$ cat config.mk
export PLATFORM = sky130hd
export DESIGN_NAME = wordle_guess_scorer
export DESIGN_NICKNAME = d
export VERILOG_FILES = /design/src/rtl/wordle_guess_scorer.sv
export SDC_FILE = /design/constraint.sdc
export NUM_CORES = 1
export LEC_CHECK = 0
export CAP_MARGIN = 10
export CORE_UTILIZATION = 54
export CTS_CLUSTER_DIAMETER = 60
export DETAILED_ROUTE_END_ITERATION = 6
export PLACE_DENSITY = 0.78
export RECOVER_POWER = 100
export SLEW_MARGIN = 20
export SYNTH_ARGS = -nofsm -noshare
export SYNTH_HDL_FRONTEND = slang
export SYNTH_SLANG_ARGS = --single-unit
$ cat constraint.sdc
create_clock -name Clk -period 5.7 [get_ports Clk]
set_input_delay 1.14 -clock Clk [delete_from_list [all_inputs] [get_ports Clk]]
set_output_delay 1.14 -clock Clk [all_outputs]
set_load 0.05 [all_outputs]
$ cat src/rtl/wordle_guess_scorer.sv
// -----------------------------------------------------------------------------
// wordle_guess_scorer
//
// Scores one Wordle guess against a target word over 2*N_LETTERS clock edges.
// A green pass marks exact-position matches and consumes those target letters.
// A yellow pass then gives each non-green guess letter the lowest-index unused
// matching target letter. Duplicate letters are therefore scored the way the
// game scores them.
//
// Ports
//   Clk        : system clock, all state changes on the rising edge
//   reset      : synchronous, active-high; aborts any score in progress
//   Start      : one-cycle request to score; honoured only when idle
//   Ack        : result acknowledge; honoured only when the result is shown
//   guessWord  : guess, letter 0 in the most significant LETTER_W bits
//   randomWord : target word, same packing as guessWord
//   busy       : high while scoring (see note on r_busy timing)
//   done       : high while a result is presented
//   colors     : 2 bits per letter, letter 0 in the MSB pair
//                00 gray, 01 yellow, 10 green
//   win        : every letter green in the last completed score
// -----------------------------------------------------------------------------
module wordle_guess_scorer #(
    parameter int N_LETTERS = 5,
    parameter int LETTER_W  = 8
) (
    input  logic                            Clk,
    input  logic                            reset,
    input  logic                            Start,
    input  logic                            Ack,
    input  logic [N_LETTERS*LETTER_W-1:0]   guessWord,
    input  logic [N_LETTERS*LETTER_W-1:0]   randomWord,
    output logic                            busy,
    output logic                            done,
    output logic [2*N_LETTERS-1:0]          colors,
    output logic                            win
);

    localparam int WORD_W = N_LETTERS * LETTER_W;
    localparam int IDX_W  = (N_LETTERS > 1) ? $clog2(N_LETTERS) : 1;
    localparam logic [IDX_W-1:0] LAST_IDX = IDX_W'(N_LETTERS - 1);
    localparam logic [IDX_W-1:0] IDX_ONE  = IDX_W'(1);

    localparam logic [1:0] C_YELLOW = 2'b01;
    localparam logic [1:0] C_GREEN  = 2'b10;
    localparam logic [2*N_LETTERS-1:0] ALL_GREEN = {N_LETTERS{C_GREEN}};

    typedef enum logic [1:0] {
        S_IDLE   = 2'd0,
        S_GREEN  = 2'd1,
        S_YELLOW = 2'd2,
        S_DONE   = 2'd3
    } state_t;

    state_t                 r_state, w_state_next;
    logic [IDX_W-1:0]       r_idx, w_idx_next;
    logic [WORD_W-1:0]      r_guess, r_target;
    logic [N_LETTERS-1:0]   r_used, w_used_next;
    logic [2*N_LETTERS-1:0] r_work, w_work_next;
    logic [2*N_LETTERS-1:0] r_colors;
    logic                   r_win;
    logic                   r_busy, w_busy_next;
    logic                   w_capture;
    logic                   w_finish;
    logic                   w_found;
    logic [LETTER_W-1:0]    w_guess_letter;
    logic [LETTER_W-1:0]    w_target_letter;
    logic [1:0]             w_cur_color;
    int                     w_pair_lsb;

    // Letter i of a packed word; letter 0 lives in the top LETTER_W bits.
    function automatic logic [LETTER_W-1:0] letter_at(
        input logic [WORD_W-1:0] word,
        input int                i
    );
        return word[(N_LETTERS - 1 - i) * LETTER_W +: LETTER_W];
    endfunction

    assign w_pair_lsb      = (N_LETTERS - 1 - int'(r_idx)) * 2;
    assign w_guess_letter  = letter_at(r_guess, int'(r_idx));
    assign w_target_letter = letter_at(r_target, int'(r_idx));
    assign w_cur_color     = r_work[w_pair_lsb +: 2];

    // Next-state and working-register updates.
    always_comb begin
        w_state_next = r_state;
        w_idx_next   = r_idx;
        w_used_next  = r_used;
        w_work_next  = r_work;
        w_capture    = 1'b0;
        w_finish     = 1'b0;
        w_busy_next  = 1'b0;
        w_found      = 1'b0;

        case (r_state)
            S_IDLE: begin
                // Ack is irrelevant here, so Start+Ack together simply starts.
                if (Start) begin
                    w_state_next = S_GREEN;
                    w_idx_next   = '0;
                    w_used_next  = '0;
                    w_work_next  = '0;
                    w_capture    = 1'b1;
                end
            end

            S_GREEN: begin
                w_busy_next = 1'b1;
                if (w_guess_letter == w_target_letter) begin
                    w_work_next[w_pair_lsb +: 2] = C_GREEN;
                    w_used_next[r_idx]           = 1'b1;
                end
                if (r_idx == LAST_IDX) begin
                    w_state_next = S_YELLOW;
                    w_idx_next   = '0;
                end else begin
                    w_idx_next = r_idx + IDX_ONE;
                end
            end

            S_YELLOW: begin
                if (w_cur_color != C_GREEN) begin
                    // Lowest-index target letter not yet claimed by a green
                    // or an earlier yellow.
                    for (int j = 0; j < N_LETTERS; j++) begin
                        if (!w_found && !r_used[j] &&
                            (letter_at(r_target, j) == w_guess_letter)) begin
                            w_found        = 1'b1;
                            w_used_next[j] = 1'b1;
                        end
                    end
                    if (w_found) begin
                        w_work_next[w_pair_lsb +: 2] = C_YELLOW;
                    end
                end
                if (r_idx == LAST_IDX) begin
                    w_state_next = S_DONE;
                    w_idx_next   = '0;
                    w_finish     = 1'b1;
                end else begin
                    w_idx_next  = r_idx + IDX_ONE;
                    w_busy_next = 1'b1;
                end
            end

            S_DONE: begin
                // Ack wins over a simultaneous Start; that Start is dropped.
                if (Ack) begin
                    w_state_next = S_IDLE;
                end
            end

            default: begin
                w_state_next = S_IDLE;
            end
        endcase
    end

    // r_busy is registered from the state being left, so it rises one edge
    // after the capture edge and falls on the edge that enters DONE.
    always_ff @(posedge Clk) begin
        if (reset) begin
            r_state  <= S_IDLE;
            r_idx    <= '0;
            r_used   <= '0;
            r_work   <= '0;
            r_guess  <= '0;
            r_target <= '0;
            r_colors <= '0;
            r_win    <= 1'b0;
            r_busy   <= 1'b0;
        end else begin
            r_state <= w_state_next;
            r_idx   <= w_idx_next;
            r_used  <= w_used_next;
            r_work  <= w_work_next;
            r_busy  <= w_busy_next;
            if (w_capture) begin
                r_guess  <= guessWord;
                r_target <= randomWord;
            end
            if (w_finish) begin
                r_colors <= w_work_next;
                r_win    <= (w_work_next == ALL_GREEN);
            end
        end
    end

    assign busy   = r_busy;
    assign done   = (r_state == S_DONE);
    assign colors = r_colors;
    assign win    = r_win;

endmodule
Word-level counts from Yosys, hierarchy flattened
Cells that the tools add are included.
{"block": "totals", "ff_bits": 112, "output_inout_bits": 13}
{"block": "classes", "n_addsub": 3, "order_cmp": 2, "eq_ne": 23, "shift": 6, "mux": 47, "bitwise": 1, "n_reduce_logical": 30}
{"operator": "$shiftx A40 B7 Y8", "count": 2}
{"operator": "$shiftx A2 B33 Y10 const A", "count": 2}
{"operator": "$eq A8 B8 Y1", "count": 6}
{"operator": "$mux W10", "count": 4}
{"operator": "$neg A5 Y33", "count": 1}
{"operator": "$shift A2 B33 Y10 const A", "count": 1}
{"operator": "$pmux W10 S3", "count": 1}
{"operator": "$mux W1", "count": 26}
{"operator": "$reduce_and A5 Y1", "count": 5}
{"operator": "$ne A2 B2 Y1 const B", "count": 12}
{"operator": "$bwmux W10", "count": 2}
{"operator": "$mux W5", "count": 3}
{"operator": "$pmux W5 S3", "count": 1}
{"operator": "$eq A10 B10 Y1 const B", "count": 1}
{"operator": "$logic_and A1 B1 Y1", "count": 10}
{"operator": "$shiftx A10 B5 Y2", "count": 1}
{"operator": "$logic_not A1 Y1", "count": 9}
{"operator": "$mux W2", "count": 4}
{"operator": "$pmux W2 S4", "count": 1}
{"operator": "$mux W3", "count": 2}
{"operator": "$pmux W3 S2", "count": 1}
{"operator": "$or A5 B5 Y5", "count": 1}
{"operator": "$eq A2 B2 Y1 const B", "count": 2}
{"operator": "$lt A3 B4 Y1 const B", "count": 1}
{"operator": "13 further kinds", "count": 13}

Logic depth before layout (Yosys ltp)
{"block": "logic_depth", "depth_word": 35, "ltp_mapped": 19, "mapped_depth_nobuf": 14}

Worst setup path after synthesis
No wires, ideal clock.
{"block": "synth_timing", "kind": "register to register", "start": "reg r_idx[0]", "end": "reg r_win (netlist: win)", "arrival_time_ns": 4.073, "path_slack_ns": 1.543, "path_stages_with_launch": 17, "path_buffers": 2, "cell_sequence": "dfxtp_1 > buf_2 > clkinv_1 > ha_1 > ha_1 > buf_2 > or2_0 > o21ai_1 > nand4_1 > xor2_1 > o2111ai_1 > nor3_1 > or4_4 > o211ai_1 > a31oi_1 > or4b_1 > o31ai_2"}
{"block": "synth_via", "elab_chain_len": 35, "elab_cells_between_ends": 53, "classes_between": "add/sub: 2; eq/ne: 9; shift: 6; mux: 23; reduce/logical: 13"}
{"element": "start: declaration", "line_no": "56", "rtl": "logic [IDX_W-1:0] r_idx, w_idx_next;"}
{"element": "start signal: assignment", "line_no": "174", "rtl": "r_idx <= w_idx_next;"}
{"element": "$sub A3 B3 Y4", "line_no": "76, 79"}
{"element": "$shiftx A40 B7 Y8", "line_no": "76", "rtl": "return word[(N_LETTERS - 1 - i) * LETTER_W +: LETTER_W];"}
{"element": "$eq A8 B8 Y1", "line_no": "127", "rtl": "(letter_at(r_target, j) == w_guess_letter)) begin"}
{"element": "$logic_and A1 B1 Y1", "line_no": "126", "rtl": "if (!w_found && !r_used[j] &&"}
{"element": "$mux W1", "line_no": "126"}
{"element": "$mux W1", "line_no": "122", "rtl": "if (w_cur_color != C_GREEN) begin"}
{"element": "$mux W1", "line_no": "95", "rtl": "case (r_state)"}
{"element": "$logic_not A1 Y1", "line_no": "126"}
{"element": "(+18 left out)"}
{"element": "$logic_and A1 B1 Y1 (2 in series)", "line_no": "126"}
{"element": "$mux W1", "line_no": "126"}
{"element": "$mux W1", "line_no": "122"}
{"element": "$mux W1", "line_no": "95"}
{"element": "$mux W10", "line_no": "132", "rtl": "if (w_found) begin"}
{"element": "$mux W10", "line_no": "122"}
{"element": "$pmux W10 S3", "line_no": "95"}
{"element": "$eq A10 B10 Y1", "line_no": "184", "rtl": "r_win <= (w_work_next == ALL_GREEN);"}
{"element": "end signal: assignment", "line_no": "184"}
{"element": "end: declaration", "line_no": "61", "rtl": "logic r_win;"}
Several ways; a longest one is shown, not always the timed one. The select of a mux whose other input is x is not followed.
A chain may end at the register's enable or synchronous reset.

Worst setup path in the final report
{"block": "layout_timing", "start": "reg r_idx[1]", "end": "reg r_win (netlist: win)"}
The elaborated chain is that of the path after synthesis.

==> flow_summary_export.csv <==
group,metric,value,unit
timing,period_minus_slack,5.16,ns
synth,async_flop_share,0,
setup_path,worstPathArrival,5.48,ns
finish,final_cell_mix,"nand2_1, dfxtp_1, a21oi_1",
setup_path,required,6.02,ns
power,cellPowerDensity,492,nW/um^2
clocking,ctsResizeCount,0,
setup_path,cpMaxStageDelayCell,"a222oi_1",
finish,stdcell_area,7250,sq um
timing,hold_violations,0,
placed_design,dpl.hpwl,13700,um
route,drtPass1Iterations,5,
setup_path,start_kind,"flip-flop",
route,ant_nets,0,
die,io_pins,97,
finish,synthToLayoutAreaGrowth,19.2,%
timing,fin_tns_setup,0,ns
placed_design,pre_cts_slack,0.759,ns
finish,num-fill-cells,929,
setup_path,critPathCaptureType,"flip-flop",
finish,n_antenna_cell,0,
finish,layout-drive-gt1-share,0.0478,
route,route.detailed.drc,0,
global_route,first_global_vias,5612,
worst_hold_path,hold_end,"r_guess[15]$_SDFFE_PP0P_",
clocking,clock_latency,0.41,ns
clocking,cts_setup_buffers,0,
die,coreArea,10900,sq um
run,drv_cap,1,
synth,synth-seq-cells,112,
route,drt_first_iter_violations,498,
setup_path,path_buf_inv,2,
setup_path,crit_fanout,22,
synth,synth-warning-count,0,
synth,ys_types,71,
synth,syn_inst,807,
clocking,clk_pin_slew,0.10,ns
die,chipWidth,108,um
setup_path,crit_chain,"inv_1 -> ha_2 -> ha_1 -> buf_4 -> nor2b_1 -> a222oi_1 -> o21ai_0 -> o21ai_0 -> nor3_1 -> nor4_1 -> a211oi_1 -> o22ai_1 -> or4b_1 -> o31ai_2",
clocking,cts_max_path_buffers,2,
die,dieArea,11700,sq um
timing,maxClockFrequency,0.194,GHz
timing,period_share,0.906,
global_route,antenna_found_initial,0,
global_route,grt_pass1_wl,28500,um
clocking,cts_max_level,3,
timing,setup_viol_count_final,0,
worst_hold_path,min_from,"r_guess[15]$_SDFFE_PP0P_",
placed_design,portBuffers,96,
setup_path,rrSetupSlack,0.54,ns
outcome,violations,"capacitance limit, slew limit",
synth,synth-main-ff-cell,"dfxtp_1",
finish,final_common_cell,"nand2_1",
synth,yosysSeqAreaShare,0.369,
clocking,cts_tree,"built",
placed_design,finalWeightedCongestion,0.969,
timing,maxSlewViolCount,114,
route,drt-wirelength-per-cell,18.1,um
setup_path,cpPeakStageDelay,0.84,ns
setup_path,cpLargestDelayFamily,"compound AO/OA/AOI/OAI gates",
clocking,cts.sinks,112,
timing,slew_headroom,-0.464,
die,die_y,108,um
die,rows,38,
timing,grt_setup_unrepaired,"false",
timing,worst_pin_slew,2.20,ns
worst_hold_path,hold_path.class,"reg2reg",
power,peakVddDrop,0.000553,V
synth,syn_area_per_cell,7.53,sq um
setup_path,cpMostUsedCell,"o21ai_0",
global_route,grt_usage,0.323,
clocking,cts_buffers,9,
timing,fin_skew,0.0129,ns
setup_path,worstReg2RegStart,"r_idx[1]$_SDFFE_PP0P_",
timing,holdWs,0.465,ns
power,p_total,0.00356,W
finish,layout.nets,964,
clocking,ctsHoldBuffers,0,
route,vias_per_cell,5.93,
placed_design,dpl_cell_area,7070,sq um
route,finalWirelength,18400,um
die,start_util,0.558,
setup_path,timing.rr.end,"win$_SDFFE_PP0P_",
route,vias,6035,
synth,synth_edf_count,0,
setup_path,reg2reg_depth,14,
setup_path,critical_path_class,"reg2reg",
timing,worst_slack,0.538,ns
worst_hold_path,hold_depth,2,
clocking,clockRootBuffer,"clkbuf_8",
synth,syn_nets,898,
global_route,grt_remaining_overflow,0,
synth,synth_area,6080,sq um
global_route,grt_max_degree,114,
power,p_leak,2.59,nW
outcome,outcome,"finished with violations",
==> power breakdown <==
group,leakage [nW],internal [W],switching (W)
logic,1.58,0.000730,0.00134
registers,0.915,0.000909,0.000133
clock network,0.0873,0.000163,0.000290
==> worst reg2reg max path, cell delays in order, from the launching register on <==
cell and delay, ns:
dfxtp_1 0.56, inv_1 0.13, ha_2 0.23, ha_1 0.59, buf_4 0.35, nor2b_1 0.16, a222oi_1 0.84, o21ai_0 0.15
o21ai_0 0.13, nor3_1 0.16, nor4_1 0.62, a211oi_1 0.18, o22ai_1 0.30, or4b_1 0.51, o31ai_2 0.18
==> layer usage <==
| layer | wire, um | global-route usage | share of wire |
|---|---|---|---|
| met1 | 7940 | 0.396 | 0.43 |
| met4 | 682 | 0.162 | 0.037 |
| met5 | 0 | 0 | 0 |
| met3 | 994 | 0.0555 | 0.054 |
| met2 | 8780 | 0.544 | 0.48 |
==> cell type report <==
type	count	area [sq um]	share of cell area
inverters	21	78.8	0.0109
flip-flops and latches	112	2240	0.309
clock buffers	9	124	0.0171
repair buffers	104	1020	0.140
well taps	140	175	0.0242
clock inverters	7	57.6	0.00794
multi-input cells	625	3560	0.491
==> worst max-delay path by stage <==
stage	start	to	slack, ns	depth (start not counted)
5_1_grt	r_idx[1]$_SDFFE_PP0P_	win$_SDFFE_PP0P_	0.21	14
3_3_place_gp	r_idx[1]$_SDFFE_PP0P_	win$_SDFFE_PP0P_	0.90	14
3_5_place_dp	r_idx[1]$_SDFFE_PP0P_	win$_SDFFE_PP0P_	0.76	14
2_1_floorplan	r_idx[0]$_SDFFE_PP0P_	win$_SDFFE_PP0P_	1.54	16
6_report	r_idx[1]$_SDFFE_PP0P_	win$_SDFFE_PP0P_	0.54	14
4_1_cts	r_idx[1]$_SDFFE_PP0P_	win$_SDFFE_PP0P_	0.69	14
==> synthesized netlist by cell type, types with 6 or more instances <==
| library cell | number | area share |
|---|---|---|
| nand2_1 | 190 | 0.12 |
| dfxtp_1 | 112 | 0.37 |
| a21oi_1 | 108 | 0.089 |
| nor2_1 | 46 | 0.028 |
| clkbuf_1 | 40 | 0.025 |
| o21ai_0 | 34 | 0.028 |
| xor2_1 | 29 | 0.042 |
| mux2i_1 | 24 | 0.040 |
| inv_1 | 20 | 0.012 |
| nand2b_1 | 16 | 0.016 |
| nor3_1 | 15 | 0.012 |
| a211oi_1 | 12 | 0.015 |
| nand3_1 | 12 | 0.0099 |
| xnor2_1 | 12 | 0.017 |
| nand4_1 | 10 | 0.010 |
| o2111ai_1 | 9 | 0.013 |
| nor2b_1 | 8 | 0.0082 |
| a31oi_1 | 7 | 0.0072 |
| ha_1 | 7 | 0.014 |
| o21a_1 | 6 | 0.0074 |
| o22ai_1 | 6 | 0.0062 |
==> per-stage QoR <==
| stage | instances | util |
|---|---|---|
| after floorplan | 807 | - |
| after global placement | 1002 | 0.650 |
| after detailed placement | 1002 | 0.650 |
| after CTS | 1018 | 0.666 |
| after global routing | 1018 | 0.666 |
| final | 1018 | 0.666 |
==> state kept, by name, indices dropped and copies added, names as in the netlist <==
signal and cells:
busy 1, colors 10, r_guess 40, r_idx 3, r_state 2, r_target 40, r_used 5, r_work 10
win 1
==> cells by family (layout without fill, tap and decap cells) <==
logic type | Yosys count | after routing | share of synthesized area
simple gates | 331 | 331 | 0.244
compound gates | 217 | 217 | 0.215
fa+ha+maj | 7 | 7 | 0.0144
buf+inv | 70 | 141 | 0.0467
flops | 112 | 112 | 0.369
mux | 29 | 29 | 0.0512
xor+xnor | 41 | 41 | 0.0591
Note: power is estimated with default switching activity, not from simulation.
